<file path="config.mk">
export PLATFORM = sky130hd
export DESIGN_NAME = axi4_rrch_sender
export DESIGN_NICKNAME = d
export VERILOG_FILES = /design/src/rtl/axi_rab_pkg.sv /design/src/rtl/axi4_drop_fifo.sv /design/src/rtl/axi4_rrch_sender.sv
export SDC_FILE = /design/constraint.sdc
export NUM_CORES = 1
export LEC_CHECK = 0
export ABC_CLOCK_PERIOD_IN_PS = 3950
export BUFFER_PORTS_ARGS = -buffer_cell sky130_fd_sc_hd__buf_4
export CORE_UTILIZATION = 40
export CTS_BUF_LIST = sky130_fd_sc_hd__clkbuf_4 sky130_fd_sc_hd__clkbuf_8 sky130_fd_sc_hd__clkbuf_16
export CTS_CLUSTER_SIZE = 14
export DETAILED_ROUTE_END_ITERATION = 10
export GPL_TIMING_DRIVEN = 0
export PLACE_DENSITY = 0.68
export SETUP_SLACK_MARGIN = 0.1
export SYNTH_ARGS = -nofsm -noshare
export SYNTH_HDL_FRONTEND = slang
export SYNTH_HIERARCHICAL = 1
export SYNTH_SLANG_ARGS = --single-unit
</file>
<file path="constraint.sdc">
create_clock -name axi4_aclk -period 3.95 [get_ports axi4_aclk]
set_input_delay 0 -clock axi4_aclk [delete_from_list [all_inputs] [get_ports axi4_aclk]]
set_output_delay 0 -clock axi4_aclk [all_outputs]
set_load 0.02 [all_outputs]
</file>
<file path="src/rtl/axi_rab_pkg.sv">
// Shared definitions for the AXI remapping/blocking R-channel logic:
// sender FSM states and AXI error response codes.
package axi_rab_pkg;

  typedef enum logic [1:0] {
    ST_IDLE = 2'd0,
    ST_PASS = 2'd1,
    ST_ERR  = 2'd2
  } rrch_state_e;

  localparam logic [1:0] RESP_OKAY   = 2'b00;
  localparam logic [1:0] RESP_SLVERR = 2'b10;
  localparam logic [1:0] RESP_DECERR = 2'b11;

endpackage

</file>
<file path="src/rtl/axi4_drop_fifo.sv">
// Small FIFO holding pending error-burst requests. A push is taken while full
// if a pop happens in the same cycle.
module axi4_drop_fifo #(
  parameter int WIDTH = 8,
  parameter int DEPTH = 2
) (
  input  logic             clk,
  input  logic             rst_n,
  input  logic             push,
  input  logic [WIDTH-1:0] wdata,
  input  logic             pop,
  output logic [WIDTH-1:0] rdata,
  output logic             full,
  output logic             empty
);
  localparam int AW = $clog2(DEPTH);

  logic [WIDTH-1:0] mem_q [DEPTH];
  logic [AW:0]      wr_ptr_q, wr_ptr_d;
  logic [AW:0]      rd_ptr_q, rd_ptr_d;
  logic             do_push, do_pop;

  // Extra pointer MSB distinguishes full from empty when the indices match.
  assign empty   = (wr_ptr_q == rd_ptr_q);
  assign full    = (wr_ptr_q[AW] != rd_ptr_q[AW]) &&
                   (wr_ptr_q[AW-1:0] == rd_ptr_q[AW-1:0]);
  assign do_pop  = pop && !empty;
  assign do_push = push && (!full || do_pop);
  assign rdata   = mem_q[rd_ptr_q[AW-1:0]];

  always_comb begin
    wr_ptr_d = wr_ptr_q + (AW+1)'(do_push);
    rd_ptr_d = rd_ptr_q + (AW+1)'(do_pop);
  end

  always_ff @(posedge clk or negedge rst_n) begin
    if (!rst_n) begin
      wr_ptr_q <= '0;
      rd_ptr_q <= '0;
    end else begin
      wr_ptr_q <= wr_ptr_d;
      rd_ptr_q <= rd_ptr_d;
    end
  end

  always_ff @(posedge clk) begin
    if (do_push) mem_q[wr_ptr_q[AW-1:0]] <= wdata;
  end
endmodule

</file>
<file path="src/rtl/axi4_rrch_sender.sv">
// Merges the downstream R channel with locally generated error bursts.
// Queued error bursts win arbitration in IDLE; passthrough bursts are never split.
module axi4_rrch_sender
  import axi_rab_pkg::*;
#(
  parameter int C_AXI_DATA_WIDTH = 32,
  parameter int C_AXI_ID_WIDTH   = 4,
  parameter int C_AXI_USER_WIDTH = 4,
  parameter int C_DROP_DEPTH     = 2
) (
  input  logic                        axi4_aclk,
  input  logic                        axi4_arstn,
  input  logic                        drop_valid,
  output logic                        drop_ready,
  input  logic [C_AXI_ID_WIDTH-1:0]   drop_id,
  input  logic [7:0]                  drop_len,
  input  logic [C_AXI_USER_WIDTH-1:0] drop_user,
  input  logic [1:0]                  drop_resp,
  input  logic [C_AXI_ID_WIDTH-1:0]   m_axi4_rid,
  input  logic [C_AXI_DATA_WIDTH-1:0] m_axi4_rdata,
  input  logic [1:0]                  m_axi4_rresp,
  input  logic                        m_axi4_rlast,
  input  logic [C_AXI_USER_WIDTH-1:0] m_axi4_ruser,
  input  logic                        m_axi4_rvalid,
  output logic                        m_axi4_rready,
  output logic [C_AXI_ID_WIDTH-1:0]   s_axi4_rid,
  output logic [C_AXI_DATA_WIDTH-1:0] s_axi4_rdata,
  output logic [1:0]                  s_axi4_rresp,
  output logic                        s_axi4_rlast,
  output logic [C_AXI_USER_WIDTH-1:0] s_axi4_ruser,
  output logic                        s_axi4_rvalid,
  input  logic                        s_axi4_rready,
  output rrch_state_e                 dbg_state
);
  localparam int IW = C_AXI_ID_WIDTH;
  localparam int UW = C_AXI_USER_WIDTH;
  localparam int FW = IW + UW + 2 + 8;

  rrch_state_e   state_q, state_d;
  logic [7:0]    cnt_q, cnt_d;
  logic [FW-1:0] push_data, head;
  logic          fifo_full, fifo_empty, fifo_pop;
  logic [7:0]    head_len;
  logic [1:0]    head_resp;
  logic [UW-1:0] head_user;
  logic [IW-1:0] head_id;
  logic          err_last;

  // drop_ready depends only on queue occupancy, never on drop_valid.
  assign drop_ready = !fifo_full;
  assign push_data  = {drop_id, drop_user, drop_resp, drop_len};
  assign {head_id, head_user, head_resp, head_len} = head;
  assign err_last   = (cnt_q == head_len);
  assign dbg_state  = state_q;

  axi4_drop_fifo #(.WIDTH(FW), .DEPTH(C_DROP_DEPTH)) u_drop_fifo (
    .clk   (axi4_aclk),
    .rst_n (axi4_arstn),
    .push  (drop_valid && !fifo_full),
    .wdata (push_data),
    .pop   (fifo_pop),
    .rdata (head),
    .full  (fifo_full),
    .empty (fifo_empty)
  );

  always_comb begin
    state_d  = state_q;
    cnt_d    = cnt_q;
    fifo_pop = 1'b0;
    case (state_q)
      ST_IDLE: begin
        if (!fifo_empty)        state_d = ST_ERR;
        else if (m_axi4_rvalid) state_d = ST_PASS;
      end
      ST_PASS: begin
        if (m_axi4_rvalid && s_axi4_rready && m_axi4_rlast) state_d = ST_IDLE;
      end
      ST_ERR: begin
        if (s_axi4_rready) begin
          if (err_last) begin
            fifo_pop = 1'b1;
            cnt_d    = 8'd0;
            state_d  = ST_IDLE;
          end else begin
            cnt_d = cnt_q + 8'd1;
          end
        end
      end
      default: state_d = ST_IDLE;
    endcase
  end

  always_ff @(posedge axi4_aclk or negedge axi4_arstn) begin
    if (!axi4_arstn) begin
      state_q <= ST_IDLE;
      cnt_q   <= 8'd0;
    end else begin
      state_q <= state_d;
      cnt_q   <= cnt_d;
    end
  end

  // Output mux: all selects come from flops, so ERR beats hold while stalled.
  always_comb begin
    s_axi4_rid    = '0;
    s_axi4_rdata  = '0;
    s_axi4_rresp  = RESP_OKAY;
    s_axi4_rlast  = 1'b0;
    s_axi4_ruser  = '0;
    s_axi4_rvalid = 1'b0;
    m_axi4_rready = 1'b0;
    case (state_q)
      ST_PASS: begin
        s_axi4_rid    = m_axi4_rid;
        s_axi4_rdata  = m_axi4_rdata;
        s_axi4_rresp  = m_axi4_rresp;
        s_axi4_rlast  = m_axi4_rlast;
        s_axi4_ruser  = m_axi4_ruser;
        s_axi4_rvalid = m_axi4_rvalid;
        m_axi4_rready = s_axi4_rready;
      end
      ST_ERR: begin
        s_axi4_rid    = head_id;
        s_axi4_rresp  = head_resp;
        s_axi4_rlast  = err_last;
        s_axi4_ruser  = head_user;
        s_axi4_rvalid = 1'b1;
      end
      default: ;
    endcase
  end
endmodule

</file>
Yosys cells after proc, flatten, opt, wreduce, memory -nomap -nowiden
Memories as Yosys holds them, arrays and structs flattened.
Cells that the tools add are included.
Storage, ports and cells
  bits in registers: 14
  memory bits (writable): 36
  input bits: 66
  output and inout port bits: 48
  logic and storage cells: 49
  memories kept: 1
Memory list
  u_drop_fifo.mem_q: words 2, bits a word 18, rd ports 1, clocked after Yosys merged registers in 0, wr ports 1, line axi4_drop_fifo.sv:18  | logic [WIDTH-1:0] mem_q [DEPTH];
Cells by class
  add/subtract/negate cells: 3
  equality and inequality tests: 10
  multiplexer cells: 19
  reductions and logical operators: 12
Operators with widths (count)
  2-to-1 mux 32 bit: 1
  case mux 4 bit (2 select lines): 2
  2-to-1 mux 2 bit: 5
  adder 8 x 1 -> 8 bit (second input constant): 1
  == test 8 bit: 1
  2-to-1 mux 8 bit: 1
  logical AND 1 bit: 6
  2-to-1 mux 1 bit: 6
  != test 2 bit (second input constant): 3
  case mux 2 bit (3 select lines): 1
  adder 2 x 1 -> 2 bit: 2
  case mux 1 bit (2 select lines): 2
  case mux 2 bit (2 select lines): 1
  AND reduction 4 bit: 1
  != test 3 bit (second input constant): 1
  == test 2 x 1 -> 1 bit (second input constant): 1
  == test 2 bit: 1
  == test 2 bit (second input constant): 1
  logical NOT 1 bit: 2
  logical NOT 2 bit: 1
  AND reduction 2 bit: 1
  == test 1 bit: 1
  logical OR 1 bit: 1
  != test 1 bit: 1

Logic depth before layout (Yosys ltp)
An unclocked memory read counts as a cell.
  depth in word-level cells: 10
  gate-level depth with buffers: 9
  gate-level depth less buffers: 7

Modules after synthesis
The synthesis kept the hierarchy.
Modules (own cells, without submodules)
  axi4_drop_fifo: times used 1, cells an instance 74, area each 1572.8 µm², seq. area each 1181.1 µm²
  axi4_rrch_sender: times used 1, cells an instance 153, area each 1224.9 µm², seq. area each 250.2 µm²

Least setup slack after synthesis
No wires, ideal clock.
  kind: reg2reg
  from: reg u_drop_fifo.rd_ptr_q[0]
  to: mem u_drop_fifo/mem_q[1][0] (netlist bit) (enable)
  library setup time: 0.377 ns
  data arrival time: 2.399 ns
  data required time: 3.573 ns
  path slack: 1.174 ns
  cell stages (with the launch flop): 9
  buffers on the path: 2
  period minus slack after synthesis: 2.776 ns
  cells stage by stage: dfrtp_1 > buf_6 > buf_12 > mux2_4 > xnor2_1 > nand4_2 > nor3_2 > o31a_1 > ha_1
Between the ends
  longest elaborated chain between the ends: 10
  elaborated cells between the ends (all ways): 16
  classes of those cells: eq/ne (3); mux (5); reduce/logical (7); memory (1)
Ends and longest elaborated chain
  start: declaration: line axi4_drop_fifo.sv:20  | logic [AW:0] rd_ptr_q, rd_ptr_d;
  start signal: assignment: line axi4_drop_fifo.sv:42  | rd_ptr_q <= rd_ptr_d;
  memory (2 x 18 bit)
  via head[0]: line axi4_rrch_sender.sv:41  | logic [FW-1:0] push_data, head;
  == test 8 bit: line axi4_rrch_sender.sv:53  | assign err_last = (cnt_q == head_len);
  2-to-1 mux 1 bit: line axi4_rrch_sender.sv:81  | if (err_last) begin
  2-to-1 mux 1 bit: line axi4_rrch_sender.sv:80  | if (s_axi4_rready) begin
  2-to-1 mux 1 bit: line axi4_rrch_sender.sv:71  | case (state_q)
  via fifo_pop: line axi4_rrch_sender.sv:42  | logic fifo_full, fifo_empty, fifo_pop;
  logical AND 1 bit: line axi4_drop_fifo.sv:27  | assign do_pop = pop && !empty;
  logical OR 1 bit: line axi4_drop_fifo.sv:28  | assign do_push = push && (!full || do_pop);
  logical AND 1 bit: line axi4_drop_fifo.sv:28
  2-to-1 mux 1 bit: line axi4_drop_fifo.sv:47  | if (do_push) mem_q[wr_ptr_q[AW-1:0]] <= wdata;
  2-to-1 mux 1 bit (not written as such): line axi4_drop_fifo.sv:47
  end: declaration: line axi4_drop_fifo.sv:18
The timed path passes the listed nets, and every way through them passes these cells.

Worst setup path in the final report
  from: reg u_drop_fifo.rd_ptr_q[0]
  to: mem u_drop_fifo/mem_q[1][7] (netlist bit) (enable)
Same word-level chain as after synthesis.

==> results.toml <==
[detailed_routing]
wl_per_cell_um = 15.30
vias = 2179
route.detailed.drc = 0
drtPass1Iterations = 5
drtAntennaViolNets = 0
wl_um = 6839
avgViaCountPerCell = 4.875
drt_iter0_drc = 98

[yosys]
synthMuxAreaShare_pct = 9.750
synth_compound_gate_area_share_pct = 7.111
async_flop_share_pct = 28.00
yosys.cell_count.top_type = "edfxtp_1"
ys_top_cells_by_count = "edfxtp_1 (36), and2_1 (33), dfrtp_1 (14)"
synth_area_um2 = 2798
synthAdderAreaFrac_pct = 3.131
synth_edf_count = 36
synthFlopType = "edfxtp_1"
ys_types = 44
syn_inst = 227
synth_top_area_share_pct = 38.64
post_synth_main_area_contributors = "edfxtp_1 (39%), dfrtp_1 (13%), and2_1 (7.4%)"
ys_seq_area_share_pct = 51.16
synth_xor_area_share_pct = 6.306
syn_nets = 300
yosys.area_share.simple_pct = 19.19
ys_warn_count = 6
synth-seq-cells = 50
syn_avg_cell_area_um2 = 12.32
synth_top_cell_by_area = "edfxtp_1"
synth_top_family_by_area = "simple AND/OR/NAND/NOR gates"

[cells_and_area]
nNetsFinal = 439
drive_gt1_share_pct = 43.05
antenna_cells = 0
design_area_um2 = 4049
fillerInstances = 560
area_delta_synth_final_pct = 44.72

[worst_setup_path]
r2r_cells = 8
path_max_fanout = 19
cp.required_ps = 3880
critPathMaxStageDelay_ps = 840
r2r_setup_slack_ps = 560
rr_startpoint = "u_drop_fifo/rd_ptr_q[0]"
critical_path_class = "flip-flop to flip-flop"
worstPathArrival_ps = 3320
cp-end-kind = "flip-flop"
path_cells = "buf_6, buf_12, mux2_4, xnor2_1, nand4_2, nor3_2, o31a_1, ha_1"
crit_start = "u_drop_fifo/rd_ptr_q[0]"
worst_r2r_endpoint = "u_drop_fifo/mem_q[1][7]"
start_kind = "flip-flop"
critPathSlowestCell = "ha_1"

[timing]
tightest_slew_ps = 1034
setup_tns_ps = 0
finalSetupViolCount = 0
slew_violations = 0
clock_skew_ps = 8.723
layout_setup_ws_ps = 564.2
slew_headroom_pct = 31.06
timing.final.crit_share_pct = 85.72
period_needed_ps = 3386
hold_viol_final = 0
max_freq_mhz = 295.3
rsz0062_at_grt = "no"

[hold_path]
min_path_type = "input port to async pin"

[floorplan]
start_util_pct = 41.41
die_height_um = 85.63
core_um2 = 6756
die_area_um2 = 7333
die_w_um = 85.63
boundaryPins = 114
placementRows = 30

[power]
peakVddDrop_v = 0.0002983
finalPower_mw = 2.234
power.density_nw_per_um2 = 551.7
p_seq_share_pct = 35.9
clock_power_share_pct = 16.4
p_leak_nw = 1.786
switching_share_pct = 37.52
p_int_mw = 1.396
combPwrFrac_pct = 47.7
switchingPower_uw = 838.0

[clocking]
postCtsSetupBuffers = 0
h-tree-depth = 2
cts_tree = "yes"
cts-root-buf = "clkbuf_8"
cts_resized = 0
clock_latency_ps = 310
cts_buffers = 5
cts_hold_buf = 19
cts_sinks = 50
clockBufferDepth = 2
path_clk_slew_ps = 100

[placement]
postPlaceCellArea_um2 = 3746
dp_hpwl_um = 5041
dpl_worst_slack_ps = 519.2
gp_congestion = 0.8274
portBuffers = 113

[grt]
grt_max_degree = 20
grt_pass1_vias = 2181
grt_pass1_wl_um = 10720
grt_usage_pct = 19.17
overflow = 0
antenna_found_initial = 0

[job]
max-cap-violations = 0

[run_status]
status = "finished, final reports clean"
==> placed cells by master (no fill, tap or decap), types with 3 or more instances in the layout <==
| master | n |
|---|---|
| xor2_1 | 3 |
| inv_1 | 7 |
| mux2_4 | 10 |
| nor2_1 | 5 |
| nand3_1 | 6 |
| ha_1 | 7 |
| o21ai_0 | 4 |
| clkbuf_8 | 5 |
| nor2b_1 | 13 |
| buf_4 | 113 |
| nand2_1 | 13 |
| mux2_2 | 10 |
| o211ai_1 | 3 |
| clkbuf_1 | 7 |
| edfxtp_1 | 36 |
| a22oi_1 | 10 |
| dlygate4sd3_1 | 19 |
| xnor2_2 | 5 |
| and2_1 | 33 |
| dfrtp_1 | 14 |
| o21ai_1 | 3 |
| xnor2_1 | 6 |
| nor3_1 | 4 |
==> logic make-up (layout without fill, tap and decap cells) <==
family / after synthesis / in the layout
xor gates and xnor gates: 15 / 15
buffers and inverters: 18 / 158
AOI/OAI and AO/OA: 29 / 29
muxes: 21 / 21
and+or+nand+nor: 87 / 87
adders and majority gates: 7 / 7
DFF: 50 / 50
==> cell type report <==
class	instances	area, um2	area share, %
Sequential cell	50	1431	35.35
Clock inverter	3	43.79	1.082
Timing Repair Buffer	132	1039	25.65
Multi-Input combinational cell	159	1272	31.43
Inverter	7	26.28	0.6489
Tap cell	80	100.1	2.472
Clock buffer	5	68.82	1.700
Buffer	11	67.56	1.669
==> critical path: cells and delay by family (launching register included) <==
kind | cells | cell delay [ps]
adder cells (fa/ha/maj) | 1 | 840
AND/OR/NAND/NOR | 2 | 640
flip-flops | 1 | 380
buffers and inverters | 2 | 370
multiplexers | 1 | 310
XOR/XNOR | 1 | 240
AO/OA/AOI/OAI | 1 | 210
==> layer usage <==
metal  track usage, %  routed length, um
met1            26.51               3198
met2            30.98               3368
met3            3.369                203
met4            5.758                 69
met5                0                  0
==> power by group through the flow <==
| stage | Combinational (mW) | Sequential [mW] | Clock [mW] |
|---|---|---|---|
| floorplan | 0.718 | 0.798 | 0 |
| global placement | 1.04 | 0.808 | 0 |
| detailed placement | 1.06 | 0.814 | 0 |
| CTS | 1.08 | 0.802 | 0.373 |
| global route | 1.17 | 0.816 | 0.394 |
| finish | 1.07 | 0.802 | 0.366 |
==> state kept, by name, indices dropped and copies added, names as in the netlist <==
signal	cells
u_drop_fifo/mem_q	36
cnt_q	8
dbg_state	2
u_drop_fifo/rd_ptr_q	2
u_drop_fifo/wr_ptr_q	2
==> per-stage QoR <==
stage          instances  hold slack, ps  utilization (%)
6_report             447           70.42            59.93
4_1_cts              447           67.42            59.93
3_5_place_dp         420          -137.0            55.44
5_1_grt              447           83.04            59.93
3_3_place_gp         420          -137.1            55.44
2_1_floorplan        227          -295.6                -
==> how the worst max path moves through the flow <==
stage          cells past startpoint  slack (ps)                       end
2_1_floorplan                      8        1170   u_drop_fifo/mem_q[1][0]
3_3_place_gp                       8         560   u_drop_fifo/mem_q[1][2]
3_5_place_dp                       8         520   u_drop_fifo/mem_q[1][0]
4_1_cts                            8         500   u_drop_fifo/mem_q[1][9]
5_1_grt                            8         320  u_drop_fifo/mem_q[1][11]
6_report                           8         560   u_drop_fifo/mem_q[1][7]
Note: power is estimated with default switching activity, not from simulation.
